`config.mk`:
```
export PLATFORM = sky130hd
export DESIGN_NAME = clk_div_multi
export DESIGN_NICKNAME = d
export VERILOG_FILES = /design/src/rtl/clk_div_pkg.sv /design/src/rtl/clk_div_chan.sv /design/src/rtl/clk_div_multi.sv
export SDC_FILE = /design/constraint.sdc
export NUM_CORES = 1
export LEC_CHECK = 0
export ABC_AREA = 1
export BUFFER_PORTS_ARGS = -buffer_cell sky130_fd_sc_hd__buf_2
export CAP_MARGIN = 25
export CELL_PAD_IN_SITES_DETAIL_PLACEMENT = 1
export CELL_PAD_IN_SITES_GLOBAL_PLACEMENT = 1
export CORE_ASPECT_RATIO = 0.5
export CORE_MARGIN = 1.5
export CORE_UTILIZATION = 46
export CTS_CLUSTER_DIAMETER = 100
export DETAILED_ROUTE_END_ITERATION = 16
export PLACE_DENSITY_LB_ADDON = 0.08
export SYNTH_ARGS = -nofsm -noshare
export SYNTH_HDL_FRONTEND = slang
export SYNTH_SLANG_ARGS = --single-unit
```
`constraint.sdc`:
```
create_clock -name clock -period 3.47 [get_ports clock]
set_clock_uncertainty 0.05 [all_clocks]
set_input_delay 0.347 -clock clock [delete_from_list [all_inputs] [get_ports clock]]
set_output_delay 0.347 -clock clock [all_outputs]
set_load 0.01 [all_outputs]
```
`src/rtl/clk_div_pkg.sv`:
```
// rtl/clk_div_pkg.sv - shared constants, channel state type and period clamp for clk_div_multi
package clk_div_pkg;

    localparam int CNT_W_DEF = 8;
    localparam int MIN_DIV   = 2;

    typedef enum logic {
        CH_STOP = 1'b0,
        CH_RUN  = 1'b1
    } chan_state_t;

    // Periods below two cycles cannot hold both a high and a low phase.
    function automatic int unsigned clamp_div(input int unsigned d);
        return (d < 32'(MIN_DIV)) ? 32'(MIN_DIV) : d;
    endfunction

endpackage

```
`src/rtl/clk_div_chan.sv`:
```
// rtl/clk_div_chan.sv - one divided-clock channel with boundary-aligned reconfiguration
module clk_div_chan
    import clk_div_pkg::*;
#(
    parameter int CNT_W       = CNT_W_DEF,
    parameter int DEFAULT_DIV = 2
) (
    input  logic             clock,
    input  logic             reset,
    input  logic             wr,
    input  logic [CNT_W-1:0] div,
    input  logic [CNT_W-1:0] phase,
    input  logic             en,
    output logic             clk_out,
    output logic             tick,
    output logic             pending
);

    chan_state_t      state_q, state_d;
    logic [CNT_W-1:0] cnt_q, cnt_d;
    logic [CNT_W-1:0] div_q, div_d;
    logic [CNT_W-1:0] stg_div_q, stg_div_d;
    logic             stg_en_q, stg_en_d;
    logic             pend_d, clk_d, tick_d;

    logic [CNT_W-1:0] peff, half, last;
    logic [CNT_W-1:0] new_last, start;

    assign peff     = CNT_W'(clamp_div(32'(div_q)));
    assign half     = peff - (peff >> 1);
    assign last     = peff - CNT_W'(1);
    assign new_last = CNT_W'(clamp_div(32'(div))) - CNT_W'(1);
    assign start    = (phase > new_last) ? new_last : phase;

    always_ff @(posedge clock) begin
        if (reset) begin
            state_q   <= CH_RUN;
            cnt_q     <= '0;
            div_q     <= CNT_W'(DEFAULT_DIV);
            stg_div_q <= '0;
            stg_en_q  <= 1'b0;
            pending   <= 1'b0;
            clk_out   <= 1'b0;
            tick      <= 1'b0;
        end else begin
            state_q   <= state_d;
            cnt_q     <= cnt_d;
            div_q     <= div_d;
            stg_div_q <= stg_div_d;
            stg_en_q  <= stg_en_d;
            pending   <= pend_d;
            clk_out   <= clk_d;
            tick      <= tick_d;
        end
    end

    always_comb begin
        state_d   = state_q;
        cnt_d     = cnt_q;
        div_d     = div_q;
        stg_div_d = stg_div_q;
        stg_en_d  = stg_en_q;
        pend_d    = pending;
        clk_d     = 1'b0;
        tick_d    = 1'b0;
        case (state_q)
            CH_RUN: begin
                clk_d  = (cnt_q < half);
                tick_d = (cnt_q == '0);
                if (cnt_q == last) begin
                    cnt_d  = '0;
                    pend_d = 1'b0;
                    // A write landing on the boundary wins over anything staged.
                    if (wr || pending) begin
                        div_d = wr ? div : stg_div_q;
                        if (!(wr ? en : stg_en_q)) begin
                            state_d = CH_STOP;
                            clk_d   = 1'b0;
                            tick_d  = 1'b0;
                        end
                    end
                end else begin
                    cnt_d = cnt_q + CNT_W'(1);
                    if (wr) begin
                        stg_div_d = div;
                        stg_en_d  = en;
                        pend_d    = 1'b1;
                    end
                end
            end
            default: begin
                if (wr) begin
                    div_d = div;
                    if (en) begin
                        state_d = CH_RUN;
                        cnt_d   = start;
                    end
                end
            end
        endcase
    end

endmodule

```
`src/rtl/clk_div_multi.sv`:
```
// rtl/clk_div_multi.sv - NUM_CH independent run-time configurable clock dividers
module clk_div_multi
    import clk_div_pkg::*;
#(
    parameter int NUM_CH      = 4,
    parameter int CNT_W       = CNT_W_DEF,
    parameter int DEFAULT_DIV = 2,
    localparam int CH_W       = (NUM_CH > 1) ? $clog2(NUM_CH) : 1
) (
    input  logic              clock,
    input  logic              reset,
    input  logic              cfg_wr,
    input  logic [CH_W-1:0]   cfg_ch,
    input  logic [CNT_W-1:0]  cfg_div,
    input  logic [CNT_W-1:0]  cfg_phase,
    input  logic              cfg_en,
    output logic [NUM_CH-1:0] clk_out,
    output logic [NUM_CH-1:0] tick,
    output logic [NUM_CH-1:0] pending
);

    for (genvar i = 0; i < NUM_CH; i++) begin : g_ch
        logic sel;
        // Out-of-range channel numbers match no instance and are dropped.
        assign sel = cfg_wr && (32'(cfg_ch) == 32'(i));

        clk_div_chan #(
            .CNT_W       (CNT_W),
            .DEFAULT_DIV (DEFAULT_DIV)
        ) u_chan (
            .clock   (clock),
            .reset   (reset),
            .wr      (sel),
            .div     (cfg_div),
            .phase   (cfg_phase),
            .en      (cfg_en),
            .clk_out (clk_out[i]),
            .tick    (tick[i]),
            .pending (pending[i])
        );
    end

endmodule

```
==> results.toml, run 1 <==
[placed_design]
io_buffers = 33
postPlaceCellArea_um2 = 10380
gp_congestion = 0.8982
dp_hpwl_mm = 23.91
dp.cells = 1767

[pwr]
powerDensity_nw_per_um2 = 1124
p_leak_uw = 0.005099
max-vdd-ir-drop_v = 0.0008906

[final_layout]
instances_no_fill = 1799
flow.area_growth_from_synthesis_pct = 9.979
nNetsFinal = 1629
multi_input_area_um2 = 6534
fin_area_um2 = 11000
diodes = 0
drive_gt1_share_pct = 10.68
ff_latch_area_um2 = 2322
nFillCells = 2818
final_cell_mix = "nand2_1 (322), inv_1 (183), o21ai_0 (130)"
utilization_pct = 52.59
final_common_cell = "nand2_1"

[yosys]
yosys.area.top_type = "dfxtp_1"
syn_area_um2 = 10010
synth_edf_count = 0
yosys-top-cells-area = "dfxtp_1 (23%), ha_1 (14%), nand2_1 (12%)"
netlist_instances = 1492
ys.flop_type = "dfxtp_1"
synth_fp_nets = 1627
synth_cell_type_count = 48
ys_seq_area_share_pct = 23.21
avgSynthCellArea_um2 = 6.706
synth_top_area_share_pct = 23.21
async_flop_share_pct = 0
yosys_register_bits = 116
synth_warnings = 0

[routing]
drc = 0
ant_nets = 0
post_drt_wl_per_cell_um = 17.62
drtIter0Drc = 480
route.detailed.vias_per_inst = 5.436
vias = 9780
drt_pre_antenna_iters = 5
wirelength_mm = 31.69

[sta]
slew_violations = 0
slew_headroom_pct = 49.39
fin_crit_sh_pct = 92.61
tns_ns = 0
rsz0062_at_grt = "false"
finalHoldViolations = 0
fmax_mhz = 311.2
hold_slack_ns = 0.2993
worst_pin_slew_ns = 0.7584
post-route-min-period_ns = 3.214
setup_violations = 0

[min_path]
hold_path_class = "primary input to flip-flop"
hold_path_depth = 3

[global_route]
grt_use_total_pct = 29.20
grt_pass1_wl_mm = 52.02
antenna_found_initial = 0
grt_max_degree = 46
grt_overflow_total = 0
grt_pass1_vias = 9951

[clocking]
cts_made_buffers = 17
htree_levels = 4
path_clk_slew_ns = 0.05
insertion_delay_ns = 0.43
clk_path_buf_depth = 2
root_buffer = "clkbuf_16"
cts_setup_buffers = 0
cts.sinks = 116
cts_tree = "done"

[floorplan]
die-area_um2 = 22700
rows = 37
fp.dieW_um = 211.6
dieHeight_um = 107.3
io_pins = 34
start_util_pct = 47.82
core_area_um2 = 20930

[outcome]
status = "finished, final reports clean"

[setup_path]
cp.arrival_ns = 3.53
start_kind = "flip-flop"
crit_path_end_kind = "flip-flop"
worstPathRequired_ns = 3.79
critical_path_class = "flip-flop to flip-flop"
cp_max_fo = 6
rrSetupSlack_ns = 0.26
reg2regPathDepth = 16

[job]
max-cap-violations = 0
[metrics by stage]
stage / total power (uW) / worst slack [ns]
after global routing: 13650 / 0.02896
after detailed placement: 10460 / 0.09730
final: 12370 / 0.2565
after global placement: 9992 / 0.2844
after CTS: 12400 / 0.1252
after floorplan: 8620 / 0.4545
[metal layers]
layer | vias up | routed length [um] | global-route usage (%)
li1 | 4816 | - | -
met1 | 4775 | 15740 | 40.25
met2 | 149 | 14340 | 47.70
met3 | 40 | 1010 | 4.142
met4 | 0 | 605 | 8.112
met5 | - | 0 | 0
[synthesized netlist by cell type (5+ instances only)]
cell type	number
ha_1	109
o21ai_0	133
inv_2	6
xnor2_1	24
buf_2	13
a31oi_1	15
dfxtp_1	116
buf_6	5
or2_2	5
nor3_1	12
xor2_1	51
nand3_2	5
clkbuf_1	48
nand4_1	11
inv_1	184
nor2_2	7
nand2_2	11
nand2_4	9
nand3_1	126
nor2_1	87
buf_4	16
a21oi_1	95
nand2_1	322
o21a_1	6
nand3b_1	18
[cell type report]
class | instances | share of cell area (%)
multi-input combinational | 1097 | 59.37
sequential | 116 | 21.10
inverter | 194 | 6.617
clock buffer | 19 | 4.116
timing repair buffer | 68 | 4.036
tap | 292 | 3.320
clock inverter | 13 | 1.433
[power by group]
group	switching [uW]	internal [uW]	total, uW
clock network	698	1160	1860
logic	5120	3090	8210
registers	508	1790	2300
total	6330	6050	12400
[logic make-up after synthesis]
family,count (synthesis),synth area share [%]
compound gates,275,14.72
xor+xnor,75,6.565
fa+ha+maj,113,14.43
buf+inv,279,11.62
flops,116,23.21
mux,1,0.1000
simple gates,633,29.36
[registers in the layout, summed over array words and instances (netlist names)]
| register | flops |
|---|---|
| g_ch.u_chan.cnt_q | 32 |
| g_ch.u_chan.pending | 4 |
| g_ch.u_chan.stg_div_q | 32 |
| g_ch.u_chan.state_q | 4 |
| g_ch.u_chan.stg_en_q | 4 |
| g_ch.u_chan.clk_out | 4 |
| g_ch.u_chan.div_q | 32 |
| g_ch.u_chan.tick | 4 |
[what timing repair did]
item,CTS,global route
hold buffers,0,0
setup endpoints to repair,0,10
gates resized for setup,0,7
[critical path: stages (launching register included)]
cell and delay [ns]:
dfxtp_1 0.40, inv_1 0.07, ha_1 0.21, inv_1 0.08, nor2_2 0.05, nand3_2 0.16
nand2_1 0.15, ha_1 0.25, fa_1 0.43, o31ai_2 0.27, nand2_1 0.09, nand2_1 0.08
a21oi_1 0.07, xor2_1 0.16, ha_1 0.19, a211oi_1 0.26, o211a_1 0.18
[final timing paths]
path                                     from                           to
setup / recovery      g_ch[0].u_chan.div_q[6]       g_ch[0].u_chan.clk_out
hold reg to reg   g_ch[1].u_chan.stg_div_q[7]  g_ch[1].u_chan.stg_div_q[7]
setup reg to reg      g_ch[0].u_chan.div_q[6]       g_ch[0].u_chan.clk_out
hold / removal                          reset      g_ch[1].u_chan.div_q[1]
No activity file was read; power rests on OpenSTA's default activity.
==> inputs of run 2 (changes only) <==
- CORE_MARGIN: 1.5 -> 1
- REMOVE_ABC_BUFFERS: not set -> 1
==> run 2 against run 1 <==
Effect of this change: routed wire length grew 0.62%; sequential share of layout area grew 0.089 points; cell count is essentially flat; die area shrank 1.4%; count of clock-buffer cells in the layout grew 6; clock power shrank 13%; final area shrank 0.42%; first-iteration DRC count grew 16%.
==> results.toml, run 2 (synthesized netlist as in run 1, its figures left out) <==
[outcome]
status = "finished, final reports clean"

[final_layout]
utilization_pct = 52.37
final_common_cell = "nand2_1"
drive_gt1_share_pct = 10.54
instances_no_fill = 1800
final_cell_mix = "nand2_1 (322), inv_1 (183), o21ai_0 (130)"
diodes = 0
flow.area_growth_from_synthesis_pct = 9.516
reg_top3 = "g_ch.u_chan.cnt_q (32), g_ch.u_chan.div_q (32), g_ch.u_chan.stg_div_q (32)"
nNetsFinal = 1632

[clocking]
htree_levels = 4
path_clk_slew_ns = 0.05
insertion_delay_ns = 0.44
cts_made_buffers = 17
cts_tree = "done"
cts_setup_buffers = 0
root_buffer = "clkbuf_16"
clk_path_buf_depth = 2
cts.sinks = 116

[global_route]
antenna_found_initial = 0
busiest_layer = "met2"
grt_use_total_pct = 29.68
grt_pass1_wl_mm = 51.99
grt_overflow_total = 0
met2_usage_pct = 47.74
grt_pass1_vias = 9892
use_met1_pct = 40.92
grt_use_met3_pct = 4.815
grt_max_degree = 61

[floorplan]
dieHeight_um = 106.3
die-area_um2 = 22380
core_area_um2 = 20930
io_pins = 34
start_util_pct = 47.82
fp.dieW_um = 210.6
rows = 37

[routing]
vias = 9742
post_drt_wl_per_cell_um = 17.72
drt_pre_antenna_iters = 5
wirelength_mm = 31.89
drc = 0
route.detailed.vias_per_inst = 5.412
drtIter0Drc = 558
ant_nets = 0

[placed_design]
dp.cells = 1769
io_buffers = 33
gp_congestion = 0.9770
dp_hpwl_mm = 24.07
place_ws_ns = 0.08754

[sta]
timing.final.ws_setup_ns = 0.2037
hold_slack_ns = 0.1162
tns_ns = 0
finalHoldViolations = 0
slew_headroom_pct = 57.08
slew_violations = 0
fin_crit_sh_pct = 94.13
fmax_mhz = 306.2
worst_pin_slew_ns = 0.6370
setup_violations = 0
rsz0062_at_grt = "false"
post-route-min-period_ns = 3.266

[setup_path]
crit_path_end_kind = "flip-flop"
worstPathRequired_ns = 3.79
cp.arrival_ns = 3.59
cp_max_fo = 6
critical_path_class = "flip-flop to flip-flop"
start_kind = "flip-flop"

[pwr]
p_leak_uw = 0.005109
max-vdd-ir-drop_v = 0.0009632
powerDensity_nw_per_um2 = 1117

[min_path]
hold_path_class = "primary input to flip-flop"

[job]
max-cap-violations = 0
run 2: routing by layer:
metal | routed length (um) | vias to the layer above
met2 | 14260 | 156
met3 | 994 | 41
met4 | 643 | 0
li1 | - | 4833
met5 | 0 | -
met1 | 15990 | 4712
run 2: critical path, cell delays in order (launching register included):
cell and delay (ns):
dfxtp_1 0.39, inv_1 0.07, ha_1 0.21, inv_1 0.07, nor2_2 0.04, nand3_2 0.16, nand2_1 0.15, ha_1 0.30
nand2_1 0.04, o21ai_0 0.29, a21oi_1 0.14, o21ai_1 0.24, nand2_1 0.08, nand2_1 0.06, a21oi_1 0.06, xor2_1 0.15
ha_1 0.30, a211oi_1 0.21, o211a_1 0.19
run 2: final timing paths:
check / cells past startpoint / slack (ns) / from / to
max: 18 / 0.20 / g_ch[0].u_chan.div_q[6] / g_ch[0].u_chan.clk_out
min reg2reg: 2 / 0.40 / g_ch[1].u_chan.stg_en_q / g_ch[1].u_chan.stg_en_q
max reg2reg: 18 / 0.20 / g_ch[0].u_chan.div_q[6] / g_ch[0].u_chan.clk_out
min: 3 / 0.12 / reset / g_ch[0].u_chan.div_q[1]
run 2: timing repair:
action | CTS | global route
endpoints found under the setup margin | 0 | 4
gates resized for setup | 0 | 6
hold buffers | 0 | 0
run 2: cell type report:
cell class,instances,area [um2]
Fill cell,2821,9967
Multi-Input combinational cell,1097,6536
Sequential cell,116,2322
Inverter,194,728.2
Clock buffer,25,505.5
Timing Repair Buffer,71,475.5
Tap cell,292,365.4
Clock inverter,5,25.02
run 2: stage by stage:
stage                     total power (uW)  instance area (um2)
after floorplan                       8185                 9572
after global placement               10060                10390
after detailed placement             10520                10390
after CTS                            12260                10920
after global routing                 13560                10960
final                                12240                10960
run 2: power by group:
part	internal, uW	leakage [uW]	switching, uW	total, uW
clock network	991	0.000269	634	1620
logic	3160	0.00389	5140	8310
registers	1790	0.000947	513	2310
total	5950	0.00511	6290	12200
